File: src/rtl/core_pkg.sv
// Shared types and constants for the multi-cycle NPC sequencer.
// Holds the state encoding, trap cause codes, reset PC and NOP word.
package core_pkg;

  typedef enum logic [2:0] {
    FETCH_REQ,
    FETCH_WAIT,
    EXEC,
    MEM_REQ,
    MEM_WAIT,
    WB,
    TRAP
  } state_t;

  localparam logic [2:0] CAUSE_NONE     = 3'd0;
  localparam logic [2:0] CAUSE_ILLEGAL  = 3'd1;
  localparam logic [2:0] CAUSE_MISALIGN = 3'd2;
  localparam logic [2:0] CAUSE_IFU_ERR  = 3'd3;
  localparam logic [2:0] CAUSE_LSU_ERR  = 3'd4;
  localparam logic [2:0] CAUSE_TIMEOUT  = 3'd5;

  localparam logic [31:0] RESET_PC_DEF = 32'h8000_0000;
  localparam logic [31:0] NOP_INST     = 32'h0000_0013;

endpackage

File: src/rtl/core_watchdog.sv
// Response watchdog: counts consecutive enabled cycles, raises expired
// on the TIMEOUT-th one. Ports: clk, rst, clr, en in; expired out.
module core_watchdog #(
  parameter int TIMEOUT = 1024
) (
  input  logic clk,
  input  logic rst,
  input  logic clr,
  input  logic en,
  output logic expired
);

  localparam int CW = $clog2(TIMEOUT);

  logic [CW-1:0] cnt;

  always_ff @(posedge clk) begin
    if (rst || clr) begin
      cnt <= '0;
    end else if (en) begin
      cnt <= cnt + CW'(1);
    end
  end

  // cnt holds the number of earlier wait cycles, so this is the
  // TIMEOUT-th consecutive one
  assign expired = en && (cnt == CW'(TIMEOUT - 1));

endmodule

File: src/rtl/core_seq.sv
// Handshaked fetch/exec/mem/write-back sequencer owning pc, inst, counters
// and a sticky trap. Ports: IFU req/resp, IDU/EXU decode, LSU req/resp, status.
module core_seq
  import core_pkg::*;
#(
  parameter int              XLEN     = 32,
  parameter logic [XLEN-1:0] RESET_PC = XLEN'(RESET_PC_DEF),
  parameter int              CNT_W    = 64,
  parameter int              TIMEOUT  = 1024
) (
  input  logic             clk,
  input  logic             rst,
  output logic             ifu_req_valid,
  input  logic             ifu_req_ready,
  output logic [XLEN-1:0]  ifu_req_addr,
  input  logic             ifu_resp_valid,
  input  logic             ifu_resp_err,
  input  logic [31:0]      ifu_resp_inst,
  input  logic             dec_mem,
  input  logic             dec_rd_wen,
  input  logic [4:0]       dec_rd,
  input  logic             dec_illegal,
  input  logic [XLEN-1:0]  exu_next_pc,
  output logic             lsu_req_valid,
  input  logic             lsu_req_ready,
  input  logic             lsu_resp_valid,
  input  logic             lsu_resp_err,
  output logic [XLEN-1:0]  pc,
  output logic [31:0]      inst,
  output logic             rf_wen,
  output logic             retire,
  output logic [CNT_W-1:0] cycle_cnt,
  output logic [CNT_W-1:0] instret_cnt,
  output logic             trap,
  output logic [2:0]       trap_cause
);

  localparam logic [CNT_W-1:0] CNT_ONE = CNT_W'(1);

  state_t     state;
  state_t     state_nxt;
  logic [2:0] cause_nxt;
  logic       load_inst;
  logic       in_wait;
  logic       wd_expired;

  assign in_wait = (state == FETCH_WAIT) || (state == MEM_WAIT);

  core_watchdog #(
    .TIMEOUT (TIMEOUT)
  ) u_wd (
    .clk     (clk),
    .rst     (rst),
    .clr     (!in_wait),
    .en      (in_wait),
    .expired (wd_expired)
  );

  always_comb begin
    state_nxt = state;
    cause_nxt = CAUSE_NONE;
    load_inst = 1'b0;
    unique case (state)
      FETCH_REQ: begin
        if (ifu_req_ready) state_nxt = FETCH_WAIT;
      end
      FETCH_WAIT: begin
        // expiry wins over a response landing in the same cycle
        if (wd_expired) begin
          state_nxt = TRAP;
          cause_nxt = CAUSE_TIMEOUT;
        end else if (ifu_resp_valid) begin
          if (ifu_resp_err) begin
            state_nxt = TRAP;
            cause_nxt = CAUSE_IFU_ERR;
          end else begin
            state_nxt = EXEC;
            load_inst = 1'b1;
          end
        end
      end
      EXEC: begin
        if (dec_illegal) begin
          state_nxt = TRAP;
          cause_nxt = CAUSE_ILLEGAL;
        end else if (exu_next_pc[1:0] != 2'b00) begin
          state_nxt = TRAP;
          cause_nxt = CAUSE_MISALIGN;
        end else if (dec_mem) begin
          state_nxt = MEM_REQ;
        end else begin
          state_nxt = WB;
        end
      end
      MEM_REQ: begin
        if (lsu_req_ready) state_nxt = MEM_WAIT;
      end
      MEM_WAIT: begin
        if (wd_expired) begin
          state_nxt = TRAP;
          cause_nxt = CAUSE_TIMEOUT;
        end else if (lsu_resp_valid) begin
          if (lsu_resp_err) begin
            state_nxt = TRAP;
            cause_nxt = CAUSE_LSU_ERR;
          end else begin
            state_nxt = WB;
          end
        end
      end
      WB:      state_nxt = FETCH_REQ;
      TRAP:    state_nxt = TRAP;
      default: state_nxt = FETCH_REQ;
    endcase
  end

  always_ff @(posedge clk) begin
    if (rst) begin
      state       <= FETCH_REQ;
      pc          <= RESET_PC;
      inst        <= NOP_INST;
      cycle_cnt   <= '0;
      instret_cnt <= '0;
      trap_cause  <= CAUSE_NONE;
    end else begin
      state     <= state_nxt;
      cycle_cnt <= cycle_cnt + CNT_ONE;
      if (load_inst) inst <= ifu_resp_inst;
      if (state == WB) begin
        pc          <= exu_next_pc;
        instret_cnt <= instret_cnt + CNT_ONE;
      end
      if (state != TRAP && state_nxt == TRAP) begin
        trap_cause <= cause_nxt;
      end
    end
  end

  assign ifu_req_valid = (state == FETCH_REQ);
  assign ifu_req_addr  = pc;
  assign lsu_req_valid = (state == MEM_REQ);
  assign retire        = (state == WB);
  assign rf_wen        = retire && dec_rd_wen && (dec_rd != 5'd0);
  assign trap          = (state == TRAP);

endmodule

File: config.mk
export PLATFORM = sky130hd
export DESIGN_NAME = core_seq
export DESIGN_NICKNAME = d
export VERILOG_FILES = /design/src/rtl/core_pkg.sv /design/src/rtl/core_watchdog.sv /design/src/rtl/core_seq.sv
export SDC_FILE = /design/constraint.sdc
export NUM_CORES = 1
export LEC_CHECK = 0
export ABC_AREA = 1
export BUFFER_PORTS_ARGS = -buffer_cell sky130_fd_sc_hd__clkbuf_2
export CORE_MARGIN = 4
export CORE_UTILIZATION = 40
export CTS_BUF_LIST = sky130_fd_sc_hd__clkbuf_8 sky130_fd_sc_hd__clkbuf_16
export DETAILED_ROUTE_END_ITERATION = 8
export HOLD_SLACK_MARGIN = 0.02
export MAX_ROUTING_LAYER = met4
export PLACE_DENSITY = 0.69
export SETUP_SLACK_MARGIN = 0.5
export SLEW_MARGIN = 20
export SYNTH_ARGS = -nofsm -noshare
export SYNTH_HDL_FRONTEND = slang
export SYNTH_SLANG_ARGS = --single-unit
File: constraint.sdc
create_clock -name clk -period 3.2 [get_ports clk]
set_input_delay 0.32 -clock clk [delete_from_list [all_inputs] [get_ports clk]]
set_output_delay 0.32 -clock clk [all_outputs]
set_load 0.02 [all_outputs]
# Word-level counts from Yosys, hierarchy flattened
# Cells that the tools add are included.
# word_totals
regBits,208
input_bits,80
out_inout_bits,232
word_cells,54
# op_classes
addsub,3
n_eq_ne,9
n_mux,25
reduce_logical,10
# op_table
op,n
"64-bit by 1-bit adder with 64-bit output, second input constant",2
3-bit 2-to-1 mux,14
3-bit one-hot mux with 6 select lines,1
"3-bit equality test, second input constant",4
"10-bit by 1-bit adder with 10-bit output, second input constant",1
"10-bit equality test, second input constant",1
2-bit 2-to-1 mux,5
3-bit one-hot mux with 3 select lines,1
"3-bit by 2-bit equality test with 1-bit output, second input constant",2
5-bit nonzero test,1
1-bit logical AND,4
1-bit 2-to-1 mux,4
"3-bit by 1-bit equality test with 1-bit output, second input constant",1
3-bit zero test,1
"3-bit inequality test, second input constant",1
1-bit logical OR,2
2-bit nonzero test,1
1-bit zero test,1

# Depth between registers and ports, before layout
# Gate-level depths: netlist of run 1.
# logic_depth
word_depth,7
ltp_mapped,13
depth_no_buf,12

# Modules after synthesis
# From an unflattened synthesis of run 1, not the netlist that was laid out.
# hier_totals
hier_cells,1656
area_unflattened_um2,10562.6
# modules_own_cells
module,instances,cells_per_inst,area_per_inst_um2,seq_area_each_um2
core_seq,1,1588,10087.2,3963.8
core_watchdog,1,68,475.5,200.2

# Worst setup path after synthesis of run 1
# Ideal clock, no wire load.
# synth_path
kind,register -> register
start,register instret_cnt[0]
end,register instret_cnt[60]
setup_ns,0.128
arrival_ns,1.717
required_time_ns,3.072
slack_ns,1.355
path_stages_with_launch,11
path_buffers,0
synth_period_minus_slack_ns,1.845
path_cell_list,dfxtp_1 ha_1 inv_1 nor2_4 nand2_2 nor2_4 nand3b_2 nor3_1 nand3_1 nand2_1 nor2_1
# synth_between
elab_chain_cells,1
# synth_lines
item,line_no,rtl
start: declaration,core_seq.sv:33,"output logic [CNT_W-1:0] instret_cnt,"
start signal: assignment,core_seq.sv:131,instret_cnt <= instret_cnt + CNT_ONE;
64-bit by 1-bit adder with 64-bit output,core_seq.sv:131,
# Every way passes these cells.
# A chain may end at the register's enable or synchronous reset.

# Final worst setup path of run 1
# layout_path
start,register state[2]
end,output port rf_wen
# layout_between
elab_chain_cells,3
# layout_lines
item,line_no,rtl
start: declaration,core_seq.sv:40,state_t state;
start signal: assignment,core_seq.sv:126,state <= state_nxt;
3-bit equality test,core_seq.sv:142,assign retire = (state == WB);
1-bit logical AND (2 in a row),core_seq.sv:143,assign rf_wen = retire && dec_rd_wen && (dec_rd != 5'd0);
end: declaration,core_seq.sv:30,"output logic rf_wen,"
# Every way passes these cells.

==> results of run 1 <==
## cells in the final DEF (no fill, tap or decap), types with 2 or more instances in the layout
cell type,instances
xnor2_1,8
inv_1,176
nand2_1,370
ha_1,3
dlygate4sd3_1,4
nor3b_1,6
a31oi_1,3
nor2_2,8
clkbuf_2,310
nor3_1,71
clkbuf_16,25
o21ai_1,2
nand3_4,2
clkbuf_8,5
nand3_1,80
nand3_2,3
nor4_1,5
nand3b_1,3
nor2_1,359
dfxtp_1,208
or2_0,6
or2_2,13
clkinvlp_4,2
inv_2,4
nand4_1,37
nand2_2,9
a21oi_1,85
o21a_1,4
nor2_4,8
nor3_2,5
clkinv_2,7
buf_4,5
o21ai_0,97
xor2_1,17
bufinv_16,3
## cells by family (layout without fill, tap and decap cells)
kind of cell | Yosys count | in the layout | synth area share [%]
XOR/XNOR | 25 | 25 | 2.03
AND/OR/NAND/NOR | 989 | 989 | 39.8
AO/OA/AOI/OAI | 195 | 195 | 9.27
flip-flops | 208 | 208 | 38.5
adder cells (fa/ha/maj) | 3 | 3 | 0.348
buffers and inverters | 249 | 544 | 9.98
## layout make-up
cell class | instances | area [um2]
inverter | 178 | 668
multi-input combinational | 1212 | 5560
fill | 2696 | 13000
clock buffer | 30 | 694
sequential | 208 | 4160
tap | 335 | 419
clock inverter | 16 | 160
timing repair buffer | 320 | 1650
## where the power goes
part / switching [mW] / internal, mW / leakage [nW] / total [mW]
clock network: 1.14 / 1.78 / 0.435 / 2.92
logic: 0.375 / 0.191 / 3.22 / 0.566
registers: 0.0648 / 2.66 / 1.68 / 2.72
total: 1.58 / 4.63 / 5.33 / 6.21
## registers in the layout, indices dropped and copies added, names as in the netlist
| name | count |
|---|---|
| cycle_cnt | 64 |
| ifu_req_addr | 32 |
| inst | 32 |
| instret_cnt | 64 |
| state | 3 |
| trap_cause | 3 |
| u_wd.cnt | 10 |
## per-layer routing
| layer | global-route usage (%) | vias to the layer above | share of wire (%) | routed length, um |
|---|---|---|---|---|
| met5 | - | - | 0 | 0 |
| met3 | 2.61 | 67 | 7.0 | 2470 |
| met2 | 38.8 | 457 | 47 | 16500 |
| li1 | - | 5847 | - | - |
| met4 | 7.48 | 0 | 3.0 | 1050 |
| met1 | 30.5 | 5248 | 43 | 15200 |
## worst max-delay path by stage
stage | to | start
5_1_grt | rf_wen | state[0]
3_3_place_gp | instret_cnt[52] | state[0]
4_1_cts | rf_wen | state[0]
2_1_floorplan | instret_cnt[60] | instret_cnt[0]
6_report | rf_wen | state[2]
3_5_place_dp | instret_cnt[60] | state[0]
## critical path, delay by kind of cell, from the launching register on
family          cells  cell delay, ps
compound gates      1             150
flops               1             570
simple gates        3             320
buf+inv             2             600
## what timing repair did
item / CTS / global route
hold endpoints to repair: 4 / 0
setup endpoints to repair: 0 / 0
hold buffers: 4 / 0
## stage by stage
stage | setup WS (ps) | power, mW | utilization (%) | hold slack [ps] | cell area (um2)
after global placement | 919 | 3.34 | 47.3 | 431 | 12400
final | 713 | 6.21 | 50.7 | 49.5 | 13300
after CTS | 683 | 6.27 | 50.7 | 35.6 | 13300
after floorplan | 1360 | 3.18 | - | 418 | 10800
after global routing | 567 | 6.45 | 50.7 | 62.5 | 13300
after detailed placement | 852 | 3.34 | 47.3 | 444 | 12400
==> impl_metrics.env, run 1 <==
export IMPL_finalWirelength_um=35200
export IMPL_cts_root_buffer="clkbuf_16"
export IMPL_portBuffers=311
export IMPL_skew_ps=10.2
export IMPL_cap_viol_max_count=0
export IMPL_irDropWorstVdd_mv=0.441
export IMPL_place_congestion=0.986
export IMPL_cp_max_fo=42
export IMPL_postRouteAntennaNets=0
export IMPL_dieHeight_um=172
export IMPL_htreeDepth=1
export IMPL_max_freq_mhz=402
export IMPL_synth_edf_count=0
export IMPL_fp_dieArea_um2=29700
export IMPL_netlist_area_um2=10800
export IMPL_crit_path_max_incr_delay_ps=570
export IMPL_yosysTopAreaCell="dfxtp_1"
export IMPL_setup_tns_ps=0
export IMPL_viasPerCell=5.05
export IMPL_slowest_stage="dfxtp_1"
export IMPL_grt_start_max_net_pins=96
export IMPL_power_per_cell_area_nw_per_um2=466
export IMPL_status="complete, no violations"
export IMPL_r2r_slack_ps=820
export IMPL_grt_first_pass_wirelength_um=55600
export IMPL_drt_iter0_markers=854
export IMPL_cts_buffers=25
export IMPL_final_hold_viol_count=0
export IMPL_fp_coreArea_um2=26300
export IMPL_cts_buffer_depth=3
export IMPL_wire_per_inst_um=15.3
export IMPL_start_util_pct=41.1
export IMPL_gr_usage_all_layers_pct=23.6
export IMPL_r2r_end="instret_cnt[52]"
export IMPL_yosysMostFrequentCell="nand2_1"
export IMPL_synth_nets=1752
export IMPL_cp_end_kind="primary output"
export IMPL_ys_types=41
export IMPL_hold_path_depth=3
export IMPL_netlist_area_leader_share_pct=38.5
export IMPL_ys_seq_elements=208
export IMPL_worst_pin_slew_ps=1140
export IMPL_required_ps=2880
export IMPL_drc=0
export IMPL_cp_arrival_ps=2170
export IMPL_fin_nets=2028
export IMPL_ioPinCount=312
export IMPL_slew_viol_final=0
export IMPL_hold_path_endpoint="inst[9]"
export IMPL_die_w_um=172
export IMPL_hp_start="ifu_resp_inst[9]"
export IMPL_yosysSeqAreaShare_pct=38.5
export IMPL_final_cells=2299
export IMPL_synth_area_top_cells="dfxtp_1 (39%), nand2_1 (13%), nor2_1 (12%), inv_1 (6.0%), o21ai_0 (4.5%)"
export IMPL_max_slew_margin_rel_pct=23.7
export IMPL_hpwlAfterDp_um=27500
export IMPL_rows=59
export IMPL_path_clk_slew_ps=60
export IMPL_route_vias_total=11600
export IMPL_postCtsSetupBuffers=0
export IMPL_synth_area_per_cell_um2=6.47
export IMPL_overflow=0
export IMPL_period_share_pct=77.7
export IMPL_synth_warnings=0
export IMPL_crit_type="flip-flop to primary output"
export IMPL_dp_cells=2249
export IMPL_setup_violations=0
export IMPL_leakage_nw=5.33
export IMPL_firstDrtPassIters=5
export IMPL_critPathLaunchType="flip-flop"
export IMPL_clk_latency_ps=520
export IMPL_cts_tree="yes"
export IMPL_cts_sinks=208
export IMPL_crit_chain="nand2_4 > nor2_8 > buf_4 > nand2_1 > a21oi_1 > clkbuf_2"
export IMPL_hold_class="input port to flip-flop"
export IMPL_synth_commonest_cells="nand2_1 (370), nor2_1 (359), dfxtp_1 (208), inv_1 (174), o21ai_0 (97)"
export IMPL_ys_flop_type="dfxtp_1"
export IMPL_grt_pass1_vias=10700
export IMPL_drive_above_1_share_pct=21.1
export IMPL_antenna_found_initial=0
export IMPL_min_period_ps=2490
export IMPL_antenna_cells=0
export IMPL_post_cts_resized=0
export IMPL_async_flop_share_pct=0
export IMPL_reg2reg_from="state[0]"
export IMPL_areaGrowthSynthToFinish_pct=23.3
export IMPL_r2r_cells=9
export IMPL_netlist_instances=1669
export IMPL_rsz0062_at_grt="false"
No activity file was read; power rests on OpenSTA's default activity.
==> inputs of run 2 (changes only) <==
Settings changed: ABC_AREA 1 to 0, PLACE_DENSITY 0.69 to 0.74.
Clock period 3.2 ns to 2.2 ns, I/O delays scaled along.
==> run 2 against run 1 <==
Effect of this change: global-route usage rose by 1.7 points; synthesized cell count down 35%; largest power group unchanged; largest cell class unchanged; combinational power up 51%; highest routed layer unchanged; critical path type is now flip-flop to flip-flop; register-to-register slack got worse by 700 ps.
==> impl_metrics.env, run 2 <==
export IMPL_status="complete, no violations"
export IMPL_min_period_ps=2080
export IMPL_endpoint="cycle_cnt[50]"
export IMPL_slowest_stage="dfxtp_4"
export IMPL_worst_pin_slew_ps=653
export IMPL_fillCellCount=1560
export IMPL_final_hold_viol_count=0
export IMPL_areaGrowthSynthToFinish_pct=62.9
export IMPL_fin_nets=1638
export IMPL_layout_common_cells="clkbuf_2 (306), nand2_1 (171), nor2_1 (140)"
export IMPL_p_int_mw=6.49
export IMPL_netlist_instances=1092
export IMPL_synth_compound_area_share_pct=6.91
export IMPL_r2r_slack_ps=120
export IMPL_r2r_end="cycle_cnt[50]"
export IMPL_synth_top_family_by_area="simple AND/OR/NAND/NOR gates"
export IMPL_power_per_cell_area_nw_per_um2=590
export IMPL_cp_arrival_ps=2450
export IMPL_final_common_cell="clkbuf_2"
export IMPL_cap_viol_max_count=0
export IMPL_crit_type="flip-flop to flip-flop"
export IMPL_period_share_pct=94.6
export IMPL_slew_viol_final=0
export IMPL_ys_flop_type="dfxtp_1"
export IMPL_clk_latency_ps=510
export IMPL_ioPinCount=312
export IMPL_drc=0
export IMPL_rows=54
export IMPL_cp_max_fo=4
export IMPL_synthXorXnorAreaFrac_pct=11.3
export IMPL_grt_first_pass_wirelength_um=50000
export IMPL_yosysSeqAreaShare_pct=46.3
export IMPL_swShare_pct=24.9
export IMPL_hp_start="rst"
export IMPL_antenna_found_initial=0
export IMPL_crit_chain="ha_4 > nand4_1 > nor3_4 > nand3_4 > buf_6 > buf_16 > buf_12 > nor4_4 > xnor2_1 > nor2_1"
export IMPL_reg_top3="cycle_cnt (64), instret_cnt (64)"
export IMPL_synth_warnings=0
export IMPL_antenna_cells=0
export IMPL_register_area_um2=4350
export IMPL_path_clk_slew_ps=70
export IMPL_skew_ps=12.2
export IMPL_yosysTopAreaCell="dfxtp_1"
export IMPL_viasPerCell=5.28
export IMPL_start_util_pct=41.0
export IMPL_leakage_nw=6.45
export IMPL_grt_pass1_vias=9681
export IMPL_critPathLaunchType="flip-flop"
export IMPL_drt_iter0_markers=675
export IMPL_synth_fa_ha_area_share_pct=0.417
export IMPL_r2r_cells=10
export IMPL_grt_start_max_net_pins=128
export IMPL_netlist_area_um2=9000
export IMPL_firstDrtPassIters=5
export IMPL_portBuffers=311
export IMPL_yosysMostFrequentCell="dfxtp_1"
export IMPL_cp_end_kind="flip-flop"
export IMPL_max_slew_margin_rel_pct=56.5
export IMPL_netlist_area_leader_share_pct=46.3
export IMPL_synth_simple_area_share_pct=28.7
export IMPL_hold_class="input port to flip-flop"
export IMPL_finalWirelength_um=34000
export IMPL_place_area_um2=11200
export IMPL_postRouteAntennaNets=0
export IMPL_cts_buffers=25
export IMPL_synth_area_per_cell_um2=8.24
export IMPL_drive_above_1_share_pct=44.8
export IMPL_combPwrFrac_pct=9.9
export IMPL_crit_path_max_incr_delay_ps=390
export IMPL_gr_usage_all_layers_pct=25.2
export IMPL_die_w_um=158
export IMPL_route_vias_total=9778
export IMPL_htreeDepth=1
export IMPL_cts_root_buffer="clkbuf_16"
export IMPL_setup_violations=0
export IMPL_synthMuxAreaShare_pct=0.125
export IMPL_p_seq_share_pct=44.4
export IMPL_power_switching_mw=2.15
export IMPL_reg2reg_from="cycle_cnt[0]"
export IMPL_clockPowerShare_pct=45.7
export IMPL_max_freq_mhz=480
export IMPL_irDropWorstVdd_mv=0.706
export IMPL_rsz0062_at_grt="true"
export IMPL_hold_path_depth=2
export IMPL_multi_input_area_um2=5210
export IMPL_wire_per_inst_um=18.3
export IMPL_async_flop_share_pct=0
export IMPL_final_util_pct=66.8
export IMPL_dieHeight_um=158
export IMPL_setup_tns_ps=0
export IMPL_synth_nets=1175
export IMPL_crit_start="cycle_cnt[0]"
export IMPL_place_congestion=0.831
export IMPL_fp_dieArea_um2=25000
export IMPL_cts_sinks=208
export IMPL_cts_buffer_depth=3
export IMPL_ys_seq_elements=208
export IMPL_ys_types=50
export IMPL_hpwlAfterDp_um=18300
export IMPL_fp_coreArea_um2=22000
export IMPL_final_cell_area_um2=14700
export IMPL_overflow=0
export IMPL_synth_commonest_cells="dfxtp_1 (208), nand2_1 (179), nor2_1 (144), a21oi_1 (81), xnor2_1 (60)"
export IMPL_synth_area_top_cells="dfxtp_1 (46%), nand2_1 (7.5%), nor2_1 (6.0%), xnor2_1 (5.8%), xor2_1 (5.4%)"
export IMPL_required_ps=2570
export IMPL_cts_tree="yes"
export IMPL_synth_edf_count=0
==> run 2: changes by cell type after synthesis, moves of 15 or more <==
cell | previous run | this run
xnor2_1 | 8 | 60
o21ai_0 | 97 | 19
nor2_1 | 359 | 144
nor3_1 | 71 | 33
and3_1 | 0 | 15
nand3_1 | 80 | 46
inv_1 | 174 | 24
nand2_1 | 370 | 179
xor2_1 | 17 | 56
or3_1 | 0 | 19
==> run 2: timing repair <==
action / CTS / global route
pin swaps: 84 / 65
buffers inserted: 70 / 36
hold buffers: 64 / 0
endpoints found under the hold margin: 64 / 0
gates resized for setup: 129 / 90
endpoints found under the setup margin: 157 / 152
gates cloned: 14 / 0
==> run 2: power groups by stage <==
stage	sequential [mW]	combinational [mW]	clock [mW]
final	3.84	0.853	3.96
after global routing	3.84	0.911	4.18
after CTS	3.84	0.779	3.98
after detailed placement	3.94	0.553	0
after global placement	3.94	0.547	0
after floorplan	3.99	0.289	0
==> run 2: metal layers <==
metal  track usage, %  part of all wire, %
met1             28.4                   37
met2             44.0                   51
met3             5.49                  8.0
met4             9.38                  4.0
met5                -                    0
==> run 2: final cells by class <==
cell class	count	share of cell area [%]
Inverter	26	0.776
Sequential cell	208	29.6
Tap cell	280	2.39
Timing Repair Buffer	522	26.4
Clock buffer	28	4.62
Multi-Input combinational cell	772	35.5
Clock inverter	17	0.708
==> run 2: how the worst min path moves through the flow <==
stage                       to  slack (ps)
2_1_floorplan          inst[0]         340
3_3_place_gp           inst[4]         430
3_5_place_dp           inst[1]         440
4_1_cts         instret_cnt[0]          30
5_1_grt        instret_cnt[10]          40
6_report       instret_cnt[10]          40
==> run 2: logic make-up (layout without fill, tap and decap cells) <==
family / after synthesis / in the layout
AOI/OAI and AO/OA: 115 / 115
adders and majority gates: 3 / 3
muxes: 1 / 1
xor gates and xnor gates: 116 / 116
DFF: 208 / 208
buffers and inverters: 112 / 593
and+or+nand+nor: 537 / 537
==> run 2: worst max-delay path, delay by kind of cell, from the launching register on <==
family	cells	cell delay (ps)
adder cells (fa/ha/maj)	1	150
flip-flops	1	390
buffers and inverters	3	410
AND/OR/NAND/NOR	5	790
XOR/XNOR	1	180
==> run 2: metrics by stage <==
stage	power, mW	hold slack [ps]	worst slack [ps]	cells
6_report	8.65	42.7	118	1853
5_1_grt	8.93	37.5	46.8	1853
4_1_cts	8.60	30.9	170	1817
3_5_place_dp	4.49	440	97.6	1624
3_3_place_gp	4.48	431	144	1624
2_1_floorplan	4.28	344	294	1092
==> inputs of run 3 (changes only) <==
Settings changed: BUFFER_PORTS_ARGS -buffer_cell sky130_fd_sc_hd__clkbuf_2 to -buffer_cell sky130_fd_sc_hd__buf_2, HOLD_SLACK_MARGIN 0.02 to 0.05.
==> run 3 against run 2 <==
Effect of this change: global-route usage is 0.70 points higher; die area stayed put; largest cell class unchanged; clock-buffer cell count is 3 higher; critical endpoint is now instret_cnt[58].
==> impl_metrics.env, run 3 (same netlist as run 2, synthesis figures left out) <==
export IMPL_irDropWorstVdd_mv=0.649
export IMPL_htreeDepth=1
export IMPL_drt_iter0_markers=762
export IMPL_path_clk_slew_ps=70
export IMPL_p_seq_share_pct=43.1
export IMPL_register_area_um2=4310
export IMPL_combPwrFrac_pct=11.0
export IMPL_setup_violations=0
export IMPL_min_period_ps=2070
export IMPL_period_share_pct=94.1
export IMPL_critPathLaunchType="flip-flop"
export IMPL_cap_viol_max_count=0
export IMPL_die_w_um=158
export IMPL_wl_met1_um=13300
export IMPL_critPathTopFamily="simple AND/OR/NAND/NOR gates"
export IMPL_power_per_cell_area_nw_per_um2=592
export IMPL_final_hold_viol_count=0
export IMPL_skew_ps=26.3
export IMPL_final_common_cell="buf_2"
export IMPL_route_vias_total=9995
export IMPL_crit_chain="nand4_1 > or4_4 > nor4_4 > buf_12 > nor3b_4 > xnor2_1 > nor2_1"
export IMPL_cts_buffers=23
export IMPL_drc=0
export IMPL_antenna_found_initial=1
export IMPL_r2r_slack_ps=130
export IMPL_place_area_um2=11200
export IMPL_max_freq_mhz=483
export IMPL_grt_pass1_vias=9741
export IMPL_power_switching_mw=2.21
export IMPL_clockPowerShare_pct=46.0
export IMPL_fillCellCount=1445
export IMPL_slew_viol_final=0
export IMPL_cts_tree="yes"
export IMPL_critical_path_buf_inv_count=1
export IMPL_cp_max_fo=13
export IMPL_clk_latency_ps=520
export IMPL_reg_top3="cycle_cnt (64), instret_cnt (64)"
export IMPL_final_cell_area_um2=15100
export IMPL_layout_common_cells="buf_2 (305), nor2_1 (140), dfxtp_1 (130)"
export IMPL_final_util_pct=69.0
export IMPL_ioPinCount=312
export IMPL_cts_buffer_depth=3
export IMPL_areaGrowthSynthToFinish_pct=68.2
export IMPL_crit_path_max_incr_delay_ps=580
export IMPL_leakage_nw=6.89
export IMPL_route_met3_wl_um=2770
export IMPL_cts_sinks=208
export IMPL_hpwlAfterDp_um=18500
export IMPL_slowest_stage="or4_4"
export IMPL_cts_root_buffer="clkbuf_16"
export IMPL_viasPerCell=5.43
export IMPL_crit_type="flip-flop to flip-flop"
export IMPL_drive_above_1_share_pct=49.1
export IMPL_top_layer="met4"
export IMPL_cp_arrival_ps=2460
export IMPL_fp_dieArea_um2=25000
export IMPL_overflow=0
export IMPL_setup_tns_ps=0
export IMPL_wire_per_inst_um=19.4
export IMPL_place_congestion=0.837
export IMPL_portBuffers=311
export IMPL_multi_input_area_um2=5620
export IMPL_fin_nets=1626
export IMPL_worst_pin_slew_ps=512
export IMPL_dieHeight_um=158
export IMPL_postRouteAntennaNets=0
export IMPL_swShare_pct=24.7
export IMPL_finalWirelength_um=35700
export IMPL_power_mw=8.96
export IMPL_fp_coreArea_um2=22000
export IMPL_rsz0062_at_grt="true"
export IMPL_rows=54
export IMPL_grt_first_pass_wirelength_um=51400
export IMPL_max_slew_margin_rel_pct=65.7
export IMPL_p_int_mw=6.75
export IMPL_firstDrtPassIters=6
export IMPL_cp_end_kind="flip-flop"
export IMPL_hold_class="input port to flip-flop"
export IMPL_grt_start_max_net_pins=70
export IMPL_gr_usage_all_layers_pct=25.9
export IMPL_required_ps=2590
export IMPL_routed_wl_met2_um=18100
export IMPL_start_util_pct=41.0
export IMPL_status="complete, no violations"
## run 3: repair_timing
item	CTS	global route
endpoints found under the setup margin	161	144
gates resized for setup	185	128
gates cloned	14	4
buffers inserted	61	28
hold buffers	65	0
pin swaps	121	99
endpoints found under the hold margin	65	0
## run 3: path summary, 6_finish.rpt
check                                        end  cells past startpoint              from
worst max-delay path             instret_cnt[58]                      7    instret_cnt[8]
worst min-delay path              instret_cnt[2]                      2               rst
worst max register to register   instret_cnt[58]                      7    instret_cnt[8]
worst min register to register  ifu_req_addr[30]                      2  ifu_req_addr[30]
## run 3: cell type report
cell class	instances	area share, %
Inverter	26	0.727
Antenna cell	1	0.0165
Timing Repair Buffer	512	26.0
Sequential cell	208	28.5
Multi-Input combinational cell	772	37.1
Clock inverter	10	0.719
Clock buffer	31	4.68
Tap cell	280	2.31
## run 3: layer usage
layer | global-route usage [%] | vias up
met2 | 45.3 | 497
met4 | 8.69 | 0
met5 | - | -
li1 | - | 4559
met3 | 5.88 | 117
met1 | 29.4 | 4822
## run 3: worst reg2reg max path, stage by stage (launching register included)
cell and delay, ps:
dfxtp_2 390, nand4_1 210, or4_4 580, nor4_4 210
buf_12 180, nor3b_4 190, xnor2_1 140, nor2_1 50
## run 3: per-stage QoR
stage	worst slack, ps	instances	hold slack [ps]
floorplan	294	1092	344
global placement	144	1626	427
detailed placement	93.7	1626	436
CTS	107	1807	63.8
global route	39.3	1840	88.6
finish	130	1840	88.6
## run 3: power groups by stage
stage | Clock, mW | Combinational, mW | Sequential [mW]
2_1_floorplan | 0 | 0.289 | 3.99
3_3_place_gp | 0 | 0.556 | 3.93
3_5_place_dp | 0 | 0.560 | 3.94
4_1_cts | 4.16 | 0.835 | 3.85
5_1_grt | 4.34 | 1.03 | 3.86
6_report | 4.12 | 0.983 | 3.86
